## config.mk

```make
export PLATFORM = sky130hd
export DESIGN_NAME = fixed_neg_exp_interp_flat
export DESIGN_NICKNAME = d
export VERILOG_FILES = /design/src/rtl/fixed_neg_exp_interp_pkg.sv /design/src/rtl/fixed_neg_exp_interp_if.sv /design/src/rtl/fixed_neg_exp_interp_lut.sv /design/src/rtl/fixed_neg_exp_interp.sv /design/src/flat_wrapper.sv
export SDC_FILE = /design/constraint.sdc
export NUM_CORES = 1
export LEC_CHECK = 0
export BUFFER_PORTS_ARGS = -buffer_cell sky130_fd_sc_hd__buf_2
export CORE_MARGIN = 1
export CORE_UTILIZATION = 40
export DETAILED_ROUTE_END_ITERATION = 10
export GPL_ROUTABILITY_DRIVEN = 0
export HOLD_SLACK_MARGIN = 0.06
export SLEW_MARGIN = 40
export SYNTH_ARGS = -nofsm -noshare
export SYNTH_HDL_FRONTEND = slang
export SYNTH_SLANG_ARGS = --single-unit
```

## constraint.sdc

```tcl
create_clock -name clk -period 23.2 [get_ports clk]
set_input_delay 0 -clock clk [delete_from_list [all_inputs] [get_ports clk]]
set_output_delay 0 -clock clk [all_outputs]
set_load 0.03 [all_outputs]
```

## src/rtl/fixed_neg_exp_interp_pkg.sv

```systemverilog
// Shared constants and elaboration-time helpers for the e^(-x) datapath.
//   LOG2E_Q16        log2(e) in Q1.16; S1 multiplies x by this value
//   prod_width/frac  width and fractional bits of the S1 product
//   resid_width      width of the interpolation fraction below the LUT index
//   neg_exp2_entry   one ROM entry, round(2^(-i/2^addr_w) * 2^frac_w)
package fixed_neg_exp_interp_pkg;

    localparam int              LOG2E_WIDTH = 17;
    localparam int              LOG2E_FRAC  = 16;
    localparam logic [16:0]     LOG2E_Q16   = 17'h17154;
    localparam int              RESID_MAX   = 16;

    function automatic int prod_width(input int din_w);
        return din_w + LOG2E_WIDTH;
    endfunction

    function automatic int prod_frac(input int din_frac);
        return din_frac + LOG2E_FRAC;
    endfunction

    function automatic int resid_width(input int fp, input int addr_w);
        return ((fp - addr_w) < RESID_MAX) ? (fp - addr_w) : RESID_MAX;
    endfunction

    // Only ever evaluated at elaboration, so real math is safe here.
    function automatic int neg_exp2_entry(input int i, input int addr_w, input int frac_w);
        real v;
        v = (2.0 ** (-real'(i) / real'(2 ** addr_w))) * real'(2 ** frac_w);
        return $rtoi(v + 0.5);
    endfunction

endpackage

```

## src/rtl/fixed_neg_exp_interp_if.sv

```systemverilog
// Valid/ready stream bundle for the e^(-x) unit: one input stream (x) and
// one output stream (e^(-x)).
//   master : the producer/consumer around the unit (drives x, valid, downstream ready)
//   slave  : the unit itself
interface fixed_neg_exp_interp_if #(
    parameter int DIN_W  = 16,
    parameter int DOUT_W = 17
);
    logic [DIN_W-1:0]  data_in_0;
    logic              data_in_0_valid;
    logic              data_in_0_ready;
    logic [DOUT_W-1:0] data_out_0;
    logic              data_out_0_valid;
    logic              data_out_0_ready;

    modport master (
        output data_in_0, data_in_0_valid, data_out_0_ready,
        input  data_in_0_ready, data_out_0, data_out_0_valid
    );

    modport slave (
        input  data_in_0, data_in_0_valid, data_out_0_ready,
        output data_in_0_ready, data_out_0, data_out_0_valid
    );
endinterface

```

## src/rtl/fixed_neg_exp_interp_lut.sv

```systemverilog
// Elaborated ROM of 2^(-i/2^LUT_ADDR_WIDTH), i = 0 .. 2^LUT_ADDR_WIDTH
// (one extra endpoint entry equal to 0.5, so the top segment can interpolate
// without wrapping).
//   idx_i       segment index
//   entry_lo_o  ROM[idx_i]
//   entry_hi_o  ROM[idx_i + 1]
module neg_exp2_lut
    import fixed_neg_exp_interp_pkg::*;
#(
    parameter int LUT_ADDR_WIDTH      = 5,
    parameter int DATA_OUT_WIDTH      = 17,
    parameter int DATA_OUT_FRAC_WIDTH = 16
) (
    input  logic [LUT_ADDR_WIDTH-1:0] idx_i,
    output logic [DATA_OUT_WIDTH-1:0] entry_lo_o,
    output logic [DATA_OUT_WIDTH-1:0] entry_hi_o
);
    localparam int DEPTH = 2 ** LUT_ADDR_WIDTH;

    logic [DATA_OUT_WIDTH-1:0] rom [0:DEPTH];
    logic [LUT_ADDR_WIDTH:0]   addr_lo;
    logic [LUT_ADDR_WIDTH:0]   addr_hi;

    for (genvar i = 0; i <= DEPTH; i++) begin : g_rom
        localparam int ENTRY = neg_exp2_entry(i, LUT_ADDR_WIDTH, DATA_OUT_FRAC_WIDTH);
        assign rom[i] = DATA_OUT_WIDTH'(ENTRY);
    end

    assign addr_lo    = {1'b0, idx_i};
    assign addr_hi    = addr_lo + 1'b1;
    assign entry_lo_o = rom[addr_lo];
    assign entry_hi_o = rom[addr_hi];

endmodule

```

## src/rtl/fixed_neg_exp_interp.sv

```systemverilog
// Pipelined e^(-x) = 2^(-x*log2e) for the softmax datapath.
//   S1: p = x * log2(e)
//   S2: split p into integer k and fraction f, look up / interpolate 2^(-f),
//       flag saturation when k is too large for any bit to survive
//   S3: y = m >> k
// All three stages share one advance enable, so a downstream stall freezes
// the whole pipe and the output holds steady.
// Ports:
//   clk  clock
//   rst  asynchronous active-high reset; drops everything in flight
//   bus  slave side of the stream bundle (x in, e^(-x) out, valid/ready each way)
module fixed_neg_exp_interp
    import fixed_neg_exp_interp_pkg::*;
#(
    parameter int DATA_IN_WIDTH       = 16,
    parameter int DATA_IN_FRAC_WIDTH  = 8,
    parameter int DATA_OUT_WIDTH      = 17,
    parameter int DATA_OUT_FRAC_WIDTH = 16,
    parameter int LUT_ADDR_WIDTH      = 5,
    parameter bit INTERP_EN           = 1'b1
) (
    input logic                   clk,
    input logic                   rst,
    fixed_neg_exp_interp_if.slave bus
);
    localparam int PW  = prod_width(DATA_IN_WIDTH);
    localparam int FP  = prod_frac(DATA_IN_FRAC_WIDTH);
    localparam int KW  = PW - FP;
    localparam int RW  = resid_width(FP, LUT_ADDR_WIDTH);
    localparam int DOW = DATA_OUT_WIDTH;
    localparam int SHW = $clog2(DATA_OUT_WIDTH);

    logic           en;
    logic           v1_q, v2_q, v3_q;
    logic [PW-1:0]  p_d, p_q;
    logic [KW-1:0]  k_s2;
    logic [LUT_ADDR_WIDTH-1:0] idx_s2;
    logic [RW-1:0]  r_s2;
    logic [DOW-1:0] lut_lo, lut_hi;
    logic [DOW-1:0] m_d, m_q;
    logic           sat_d, sat_q;
    logic [SHW-1:0] sh_d, sh_q;
    logic [DOW-1:0] y_d, y_q;
    logic           unused_p;

    assign en                   = !v3_q || bus.data_out_0_ready;
    assign bus.data_in_0_ready  = en;
    assign bus.data_out_0       = y_q;
    assign bus.data_out_0_valid = v3_q;

    // S1
    assign p_d = PW'(bus.data_in_0) * PW'(LOG2E_Q16);

    // S2: index from the top fraction bits, interpolation weight from the
    // bits right below it; anything further down is too small to matter.
    assign k_s2     = p_q[PW-1:FP];
    assign idx_s2   = p_q[FP-1 -: LUT_ADDR_WIDTH];
    assign r_s2     = p_q[FP-LUT_ADDR_WIDTH-1 -: RW];
    assign unused_p = ^p_q;

    neg_exp2_lut #(
        .LUT_ADDR_WIDTH      (LUT_ADDR_WIDTH),
        .DATA_OUT_WIDTH      (DATA_OUT_WIDTH),
        .DATA_OUT_FRAC_WIDTH (DATA_OUT_FRAC_WIDTH)
    ) u_lut (
        .idx_i      (idx_s2),
        .entry_lo_o (lut_lo),
        .entry_hi_o (lut_hi)
    );

    if (INTERP_EN) begin : g_interp
        logic [DOW-1:0]    diff;
        logic [DOW+RW-1:0] prod;
        // The table is decreasing, so diff never underflows and the
        // correction never exceeds diff: m stays between the two entries.
        assign diff = lut_lo - lut_hi;
        assign prod = (DOW+RW)'(diff) * (DOW+RW)'(r_s2);
        assign m_d  = lut_lo - prod[DOW+RW-1:RW];
    end else begin : g_trunc
        logic unused_interp;
        assign unused_interp = ^{lut_hi, r_s2};
        assign m_d           = lut_lo;
    end

    // Any k >= DATA_OUT_WIDTH shifts every bit of m (<= 1.0) out.
    assign sat_d = (k_s2 >= KW'(DATA_OUT_WIDTH));
    assign sh_d  = sat_d ? '0 : k_s2[SHW-1:0];

    // S3
    assign y_d = sat_q ? '0 : (m_q >> sh_q);

    always_ff @(posedge clk or posedge rst) begin
        if (rst) begin
            v1_q  <= 1'b0;
            v2_q  <= 1'b0;
            v3_q  <= 1'b0;
            p_q   <= '0;
            m_q   <= '0;
            sat_q <= 1'b0;
            sh_q  <= '0;
            y_q   <= '0;
        end else if (en) begin
            v1_q  <= bus.data_in_0_valid;
            p_q   <= p_d;
            v2_q  <= v1_q;
            m_q   <= m_d;
            sat_q <= sat_d;
            sh_q  <= sh_d;
            v3_q  <= v2_q;
            y_q   <= y_d;
        end
    end

endmodule
```

## src/flat_wrapper.sv

```systemverilog
// flat-port wrapper written by rule: the top's interface ports become plain ports
module fixed_neg_exp_interp_flat import fixed_neg_exp_interp_pkg::*;
#(
    parameter int DATA_IN_WIDTH       = 16,
    parameter int DATA_IN_FRAC_WIDTH  = 8,
    parameter int DATA_OUT_WIDTH      = 17,
    parameter int DATA_OUT_FRAC_WIDTH = 16,
    parameter int LUT_ADDR_WIDTH      = 5,
    parameter bit INTERP_EN           = 1'b1
)
  (clk, rst, bus_data_in_0, bus_data_in_0_valid, bus_data_out_0_ready, bus_data_in_0_ready, bus_data_out_0, bus_data_out_0_valid);
  fixed_neg_exp_interp_if bus_i ();
  input logic clk;
  input logic rst;
  input wire logic [$bits(bus_i.data_in_0)-1:0] bus_data_in_0;
  input wire logic [$bits(bus_i.data_in_0_valid)-1:0] bus_data_in_0_valid;
  input wire logic [$bits(bus_i.data_out_0_ready)-1:0] bus_data_out_0_ready;
  output wire logic [$bits(bus_i.data_in_0_ready)-1:0] bus_data_in_0_ready;
  output wire logic [$bits(bus_i.data_out_0)-1:0] bus_data_out_0;
  output wire logic [$bits(bus_i.data_out_0_valid)-1:0] bus_data_out_0_valid;
  assign bus_i.data_in_0 = bus_data_in_0;
  assign bus_i.data_in_0_valid = bus_data_in_0_valid;
  assign bus_i.data_out_0_ready = bus_data_out_0_ready;
  assign bus_data_in_0_ready = bus_i.data_in_0_ready;
  assign bus_data_out_0 = bus_i.data_out_0;
  assign bus_data_out_0_valid = bus_i.data_out_0_valid;
  fixed_neg_exp_interp #(.DATA_IN_WIDTH(DATA_IN_WIDTH), .DATA_IN_FRAC_WIDTH(DATA_IN_FRAC_WIDTH), .DATA_OUT_WIDTH(DATA_OUT_WIDTH), .DATA_OUT_FRAC_WIDTH(DATA_OUT_FRAC_WIDTH), .LUT_ADDR_WIDTH(LUT_ADDR_WIDTH), .INTERP_EN(INTERP_EN)) u_core (.clk(clk), .rst(rst), .bus(bus_i));
endmodule
```

==> results of run 1 <==
-- flip-flops by register name, indices dropped and copies added (netlist names) --
name / count
u_core.p_q: 30
u_core.bus.data_out_0: 17
u_core.m_q: 17
u_core.sh_q: 5
u_core.bus.data_out_0_valid: 1
u_core.sat_q: 1
u_core.v1_q: 1
u_core.v2_q: 1
-- cell usage in the layout, fill, tap and decap left out, drive strengths merged, types with 16 or more instances in the layout --
cell type	count
o211ai	16
nand2	257
mux2i	26
a21oi	111
a211oi	30
o31ai	27
xor2	31
o21ai	97
nor2	76
nor2b	25
mux2	20
dfrtp	73
a21o	25
buf	67
and3	20
nand3	45
ha	284
inv	370
nor3	20
fa	278
nand2b	29
and2	85
xnor2	28
-- area by class of cell --
| cell class | count | area share (%) |
|---|---|---|
| Multi-Input combinational cell | 1676 | 77.1 |
| Sequential cell | 73 | 8.84 |
| Inverter | 368 | 6.66 |
| Tap cell | 615 | 3.71 |
| Timing Repair Buffer | 70 | 2.19 |
| Clock buffer | 9 | 1.09 |
| Clock inverter | 7 | 0.368 |
-- worst max-delay path, delay by kind of cell, from the launching register on --
kind,cells,cell delay (ns)
DFF,1,0.87
xor gates and xnor gates,1,0.27
AOI/OAI and AO/OA,21,4.52
buffers and inverters,7,0.80
and+or+nand+nor,6,1.27
adders and majority gates,12,5.64
-- how the worst min path moves through the flow --
stage | start | to | slack (ns) | depth (start not counted)
2_1_floorplan | bus_data_in_0_valid | u_core.v1_q$_DFFE_PP0P_ | 0.11 | 2
3_3_place_gp | bus_data_in_0_valid | u_core.v1_q$_DFFE_PP0P_ | 0.20 | 3
3_5_place_dp | bus_data_in_0_valid | u_core.v1_q$_DFFE_PP0P_ | 0.21 | 3
4_1_cts | bus_data_in_0[2] | u_core.p_q[4]$_DFFE_PP0P_ | 0.23 | 4
5_1_grt | bus_data_out_0_ready | u_core.p_q[29]$_DFFE_PP0P_ | 0.18 | 5
6_report | bus_data_out_0_ready | u_core.v1_q$_DFFE_PP0P_ | 0.16 | 5
-- what timing repair did --
action | 4_1_cts | 5_1_grt
gates resized for setup | 0 | 0
endpoints found under the setup margin | 0 | 0
hold endpoints to repair | 75 | 0
hold buffers | 3 | 0
-- metal layers --
layer,vias to the layer above,share of wire (%),GRT usage (%)
met5,-,0,0
met3,64,3.5,1.44
li1,7259,-,-
met4,0,1.9,4.81
met1,7574,45,28.3
met2,344,50,36.1
-- kinds of logic after synthesis --
family | share of synthesized area (%)
fa+ha+maj | 46.6
xor+xnor | 2.85
flops | 9.33
simple gates | 14.8
buf+inv | 9.45
mux | 3.46
compound gates | 13.5
-- metrics by stage --
step                hold WS (ns)  setup slack (ns)  area [sq um]
global placement           0.205              9.93         20300
CTS                        0.234              9.48         20700
global route               0.183              8.60         20700
floorplan                  0.112             11.34         19600
detailed placement         0.205              9.56         20400
finish                     0.158              9.68         20700
==> impl_metrics.py, run 1 <==
metrics = {
    "yosys": {
        "syn-cell-area_sq_um": 19600,
        "yosys-top-cells-area": "fa_1, ha_1, dfrtp_1",
        "synth_top_area_share_pct": 28.4,
        "synth-edff-count": 0,
        "async_flop_share_pct": 100,
        "yosys_warnings": 0,
        "synthTopCellsByCount": "inv_1, ha_1, fa_1",
        "syn_nets": 2814,
        "synth_cells": 2232,
        "synth_area_per_cell_sq_um": 8.77,
        "synth-seq-cells": 73,
        "ys.flop_type": "dfrtp_1",
        "seq_area_frac_synth_pct": 9.33,
        "yosysMostFrequentCell": "inv_1",
        "netlist.top_cell.by_area": "fa_1",
        "netlist-cell-type-count": 88,
    },
    "critical_path": {
        "crit_slowest_cell": "dfrtp_1",
        "criticalPathCategory": "reg -> reg",
        "crit_path_start": "u_core.p_q[19]$_DFFE_PP0P_",
        "arrival_ns": 13.75,
        "endpoint_kind": "flip-flop",
        "r2r_start": "u_core.p_q[19]$_DFFE_PP0P_",
        "cp.required_ns": 23.43,
        "r2r_slack_ns": 9.68,
        "rr_endpoint": "u_core.m_q[15]$_DFFE_PP0P_",
        "reg2regPathDepth": 47,
        "cp-start-kind": "flip-flop",
        "crit_path_max_fanout": 30,
        "critPathMaxStageDelay_ns": 0.87,
        "worstSetupEndpoint": "u_core.m_q[15]$_DFFE_PP0P_",
        "cpMostUsedCell": "fa_1",
    },
    "timing": {
        "hold_violations": 0,
        "rsz0062_at_grt": "false",
        "tightest_slew_ns": 0.894,
        "fmax_mhz": 74.0,
        "min_period_ns": 13.52,
        "maxSlewHeadroom_pct": 40.4,
        "setup_violations": 0,
        "skew_ns": 0.0131,
        "layout_worst_path_cycle_share_pct": 58.3,
        "slew_viol_final": 0,
        "final.setup.tns_ns": 0,
    },
    "grt": {
        "grt_pass1_vias": 16049,
        "track_usage_pct": 20.8,
        "grt.overflow.total": 0,
        "grt_max_degree": 84,
        "grt_first_pass_wirelength_microns": 83600,
        "antenna_found_initial": 0,
    },
    "cts": {
        "cts_tree": "built",
        "cts_buffer_depth": 2,
        "path_clk_slew_ns": 0.07,
        "insertion_delay_ns": 0.35,
        "h-tree-depth": 3,
        "cts_buffers": 9,
        "root_buffer": "clkbuf_16",
        "clkSinkCount": 73,
        "postCtsSetupBuffers": 0,
    },
    "final_layout": {
        "area_growth_pct": 5.90,
        "fill_cells": 4792,
        "fin_nets": 2780,
        "final_cells": 2818,
        "fin_util_pct": 43.1,
        "layout-drive-gt1-share_pct": 6.95,
        "ff_latch_area_sq_um": 1830,
        "multi_input_area_sq_um": 16000,
        "num_antenna_cells": 0,
    },
    "routing": {
        "dr.first_iter.drc_count": 862,
        "routed_wl_microns": 49700,
        "wire_per_inst_microns": 17.6,
        "viasPerCell": 5.41,
        "first_pass_iters": 6,
        "num_vias": 15241,
        "ant_nets": 0,
        "drc": 0,
    },
    "die": {
        "die-area_sq_um": 49800,
        "fp-row-count": 80,
        "io_pins": 39,
        "die_height_microns": 223,
        "die_width_microns": 223,
        "core-area_sq_um": 48000,
        "start_util_pct": 40.7,
    },
    "worst_hold_path": {
        "hold_class": "in -> reg",
    },
    "place": {
        "dp.cells": 2798,
        "dpl.hpwl_microns": 39600,
        "port-buffer-count": 38,
    },
    "run": {
        "drv_cap": 0,
    },
    "outcome": {
        "status": "completed",
    },
}
Power of run 1 is not shown: default switching activity piles up to over one toggle a cycle in this logic, so the estimate is an artifact.
==> run 2, diff against run 1 <==
Clock period 23.2 ns to 13.52 ns, I/O delays scaled along.
==> run 2 against run 1 <==
Count of clock-buffer cells in the layout unchanged. Global-route usage decreased by 0.27 points. Setup slack got worse by 8.7 ns. Flip-flop and latch count unchanged. Die area unchanged. Clock skew about the same. Final area decreased by 0.30%. Sequential share of layout area about the same. Register-to-register slack got worse by 8.7 ns. Non-clock buffer count increased by 1. Cell count about the same.
==> impl_metrics.py, run 2 (synthesized netlist as in run 1, its figures left out) <==
metrics = {
    "final_layout": {
        "area_growth_pct": 5.59,
        "final_common_cell": "inv_1",
        "final_cell_mix": "inv_1, ha_1, fa_1, nand2_1, a21oi_1",
        "layout-drive-gt1-share_pct": 6.72,
        "fill_cells": 4829,
        "multi_input_area_sq_um": 15900,
        "regMostFlops": "u_core.p_q",
        "largest_register_ffs": 30,
        "fin_nets": 2781,
        "num_antenna_cells": 0,
        "ff_latch_area_sq_um": 1830,
    },
    "cts": {
        "root_buffer": "clkbuf_16",
        "cts_tree": "built",
        "insertion_delay_ns": 0.37,
        "postCtsSetupBuffers": 0,
        "path_clk_slew_ns": 0.07,
        "cts_buffers": 9,
        "cts_buffer_depth": 2,
        "h-tree-depth": 3,
        "clkSinkCount": 73,
    },
    "timing": {
        "final.setup.tns_ns": 0,
        "setup_violations": 0,
        "tightest_slew_ns": 0.900,
        "maxSlewHeadroom_pct": 40.0,
        "layout_worst_path_cycle_share_pct": 92.7,
        "hold_violations": 0,
        "skew_ns": 0.0134,
        "fmax_mhz": 79.8,
        "min_period_ns": 12.53,
        "slew_viol_final": 0,
        "rsz0062_at_grt": "false",
    },
    "grt": {
        "grt.overflow.total": 0,
        "grt_first_pass_wirelength_microns": 82400,
        "antenna_found_initial": 0,
        "track_usage_pct": 20.6,
        "grt_pass1_vias": 16082,
        "grt_max_degree": 84,
    },
    "die": {
        "start_util_pct": 40.7,
        "core-area_sq_um": 48000,
        "die-area_sq_um": 49800,
        "io_pins": 39,
        "fp-row-count": 80,
        "die_width_microns": 223,
        "die_height_microns": 223,
    },
    "critical_path": {
        "crit_buf_inv": 7,
        "crit_path_start": "u_core.p_q[20]$_DFFE_PP0P_",
        "crit_path_max_fanout": 17,
        "cpMostUsedCell": "fa_1",
        "cp-start-kind": "flip-flop",
        "criticalPathCategory": "reg -> reg",
        "endpoint_kind": "flip-flop",
        "cp.required_ns": 13.76,
        "arrival_ns": 12.77,
        "cp_top_family": "adder cells",
        "crit_slowest_cell": "dfrtp_2",
        "critPathMaxStageDelay_ns": 0.56,
        "r2r_start": "u_core.p_q[20]$_DFFE_PP0P_",
    },
    "routing": {
        "routed_wl_microns": 48900,
        "dr.first_iter.drc_count": 882,
        "ant_nets": 0,
        "num_vias": 15343,
        "viasPerCell": 5.44,
        "first_pass_iters": 5,
        "wire_per_inst_microns": 17.4,
        "drc": 0,
    },
    "place": {
        "dpl.hpwl_microns": 39400,
        "port-buffer-count": 38,
    },
    "run": {
        "drv_cap": 0,
    },
    "worst_hold_path": {
        "holdCritStartpoint": "bus_data_in_0[2]",
        "hold_class": "in -> reg",
    },
    "outcome": {
        "status": "completed",
    },
}
==> run 2: cell types whose count changed in the layout (fill, tap and decap cells not counted), sizes merged <==
cell	previous run	this run
buf	67	68
==> run 2: worst reg2reg max path, delay by kind of cell, from the launching register on <==
kind	cells	cell delay, ns
adder cells (fa/ha/maj)	12	5.19
AO/OA/AOI/OAI	21	4.40
AND/OR/NAND/NOR	6	1.28
buffers and inverters	7	0.74
flip-flops	1	0.56
XOR/XNOR	1	0.26
==> run 2: cell type report <==
cell class	count	area share, %
Tap cell	615	3.72
Sequential cell	73	8.84
Multi-Input combinational cell	1676	77.1
Inverter	368	6.68
Clock buffer	9	1.09
Timing Repair Buffer	71	2.19
Clock inverter	7	0.369
==> run 2: path summary, 6_finish.rpt <==
check / to / slack (ns) / cells after the start
worst min register to register: u_core.v1_q$_DFFE_PP0P_ / 0.47 / 2
max in group asynchronous: u_core.p_q[20]$_DFFE_PP0P_ / 12.65 / 4
worst max register to register: u_core.m_q[15]$_DFFE_PP0P_ / 0.99 / 47
min in group asynchronous: u_core.bus.data_out_0[3]$_DFFE_PP0P_ / 0.34 / 4
worst min-delay path: u_core.p_q[4]$_DFFE_PP0P_ / 0.20 / 4
worst max-delay path: u_core.m_q[15]$_DFFE_PP0P_ / 0.99 / 47
==> run 2: metrics by stage <==
stage / hold slack [ns] / utilization (%) / instances / cell area [sq um] / setup slack [ns]
after floorplan: 0.112 / - / 2232 / 19600 / 1.66
after global placement: 0.203 / 42.3 / 2800 / 20300 / 1.03
after detailed placement: 0.203 / 42.3 / 2800 / 20300 / 0.667
after CTS: 0.181 / 43.0 / 2819 / 20700 / 0.633
after global routing: 0.212 / 43.0 / 2819 / 20700 / 0.156
final: 0.199 / 43.0 / 2819 / 20700 / 0.991
==> run 2: timing repair <==
item	4_1_cts	5_1_grt
resized for setup	0	2
hold buffers	3	0
setup endpoints to repair	0	2
hold endpoints to repair	75	0
==> run 2: routing by layer <==
layer / track usage, % / up-vias / routed length (microns)
met2: 36.1 / 350 / 24300
met3: 1.70 / 74 / 1970
met5: 0 / - / 0
met4: 6.65 / 0 / 1420
met1: 26.7 / 7644 / 21200
li1: - / 7275 / -
Power of run 2 is left out for the same reason.
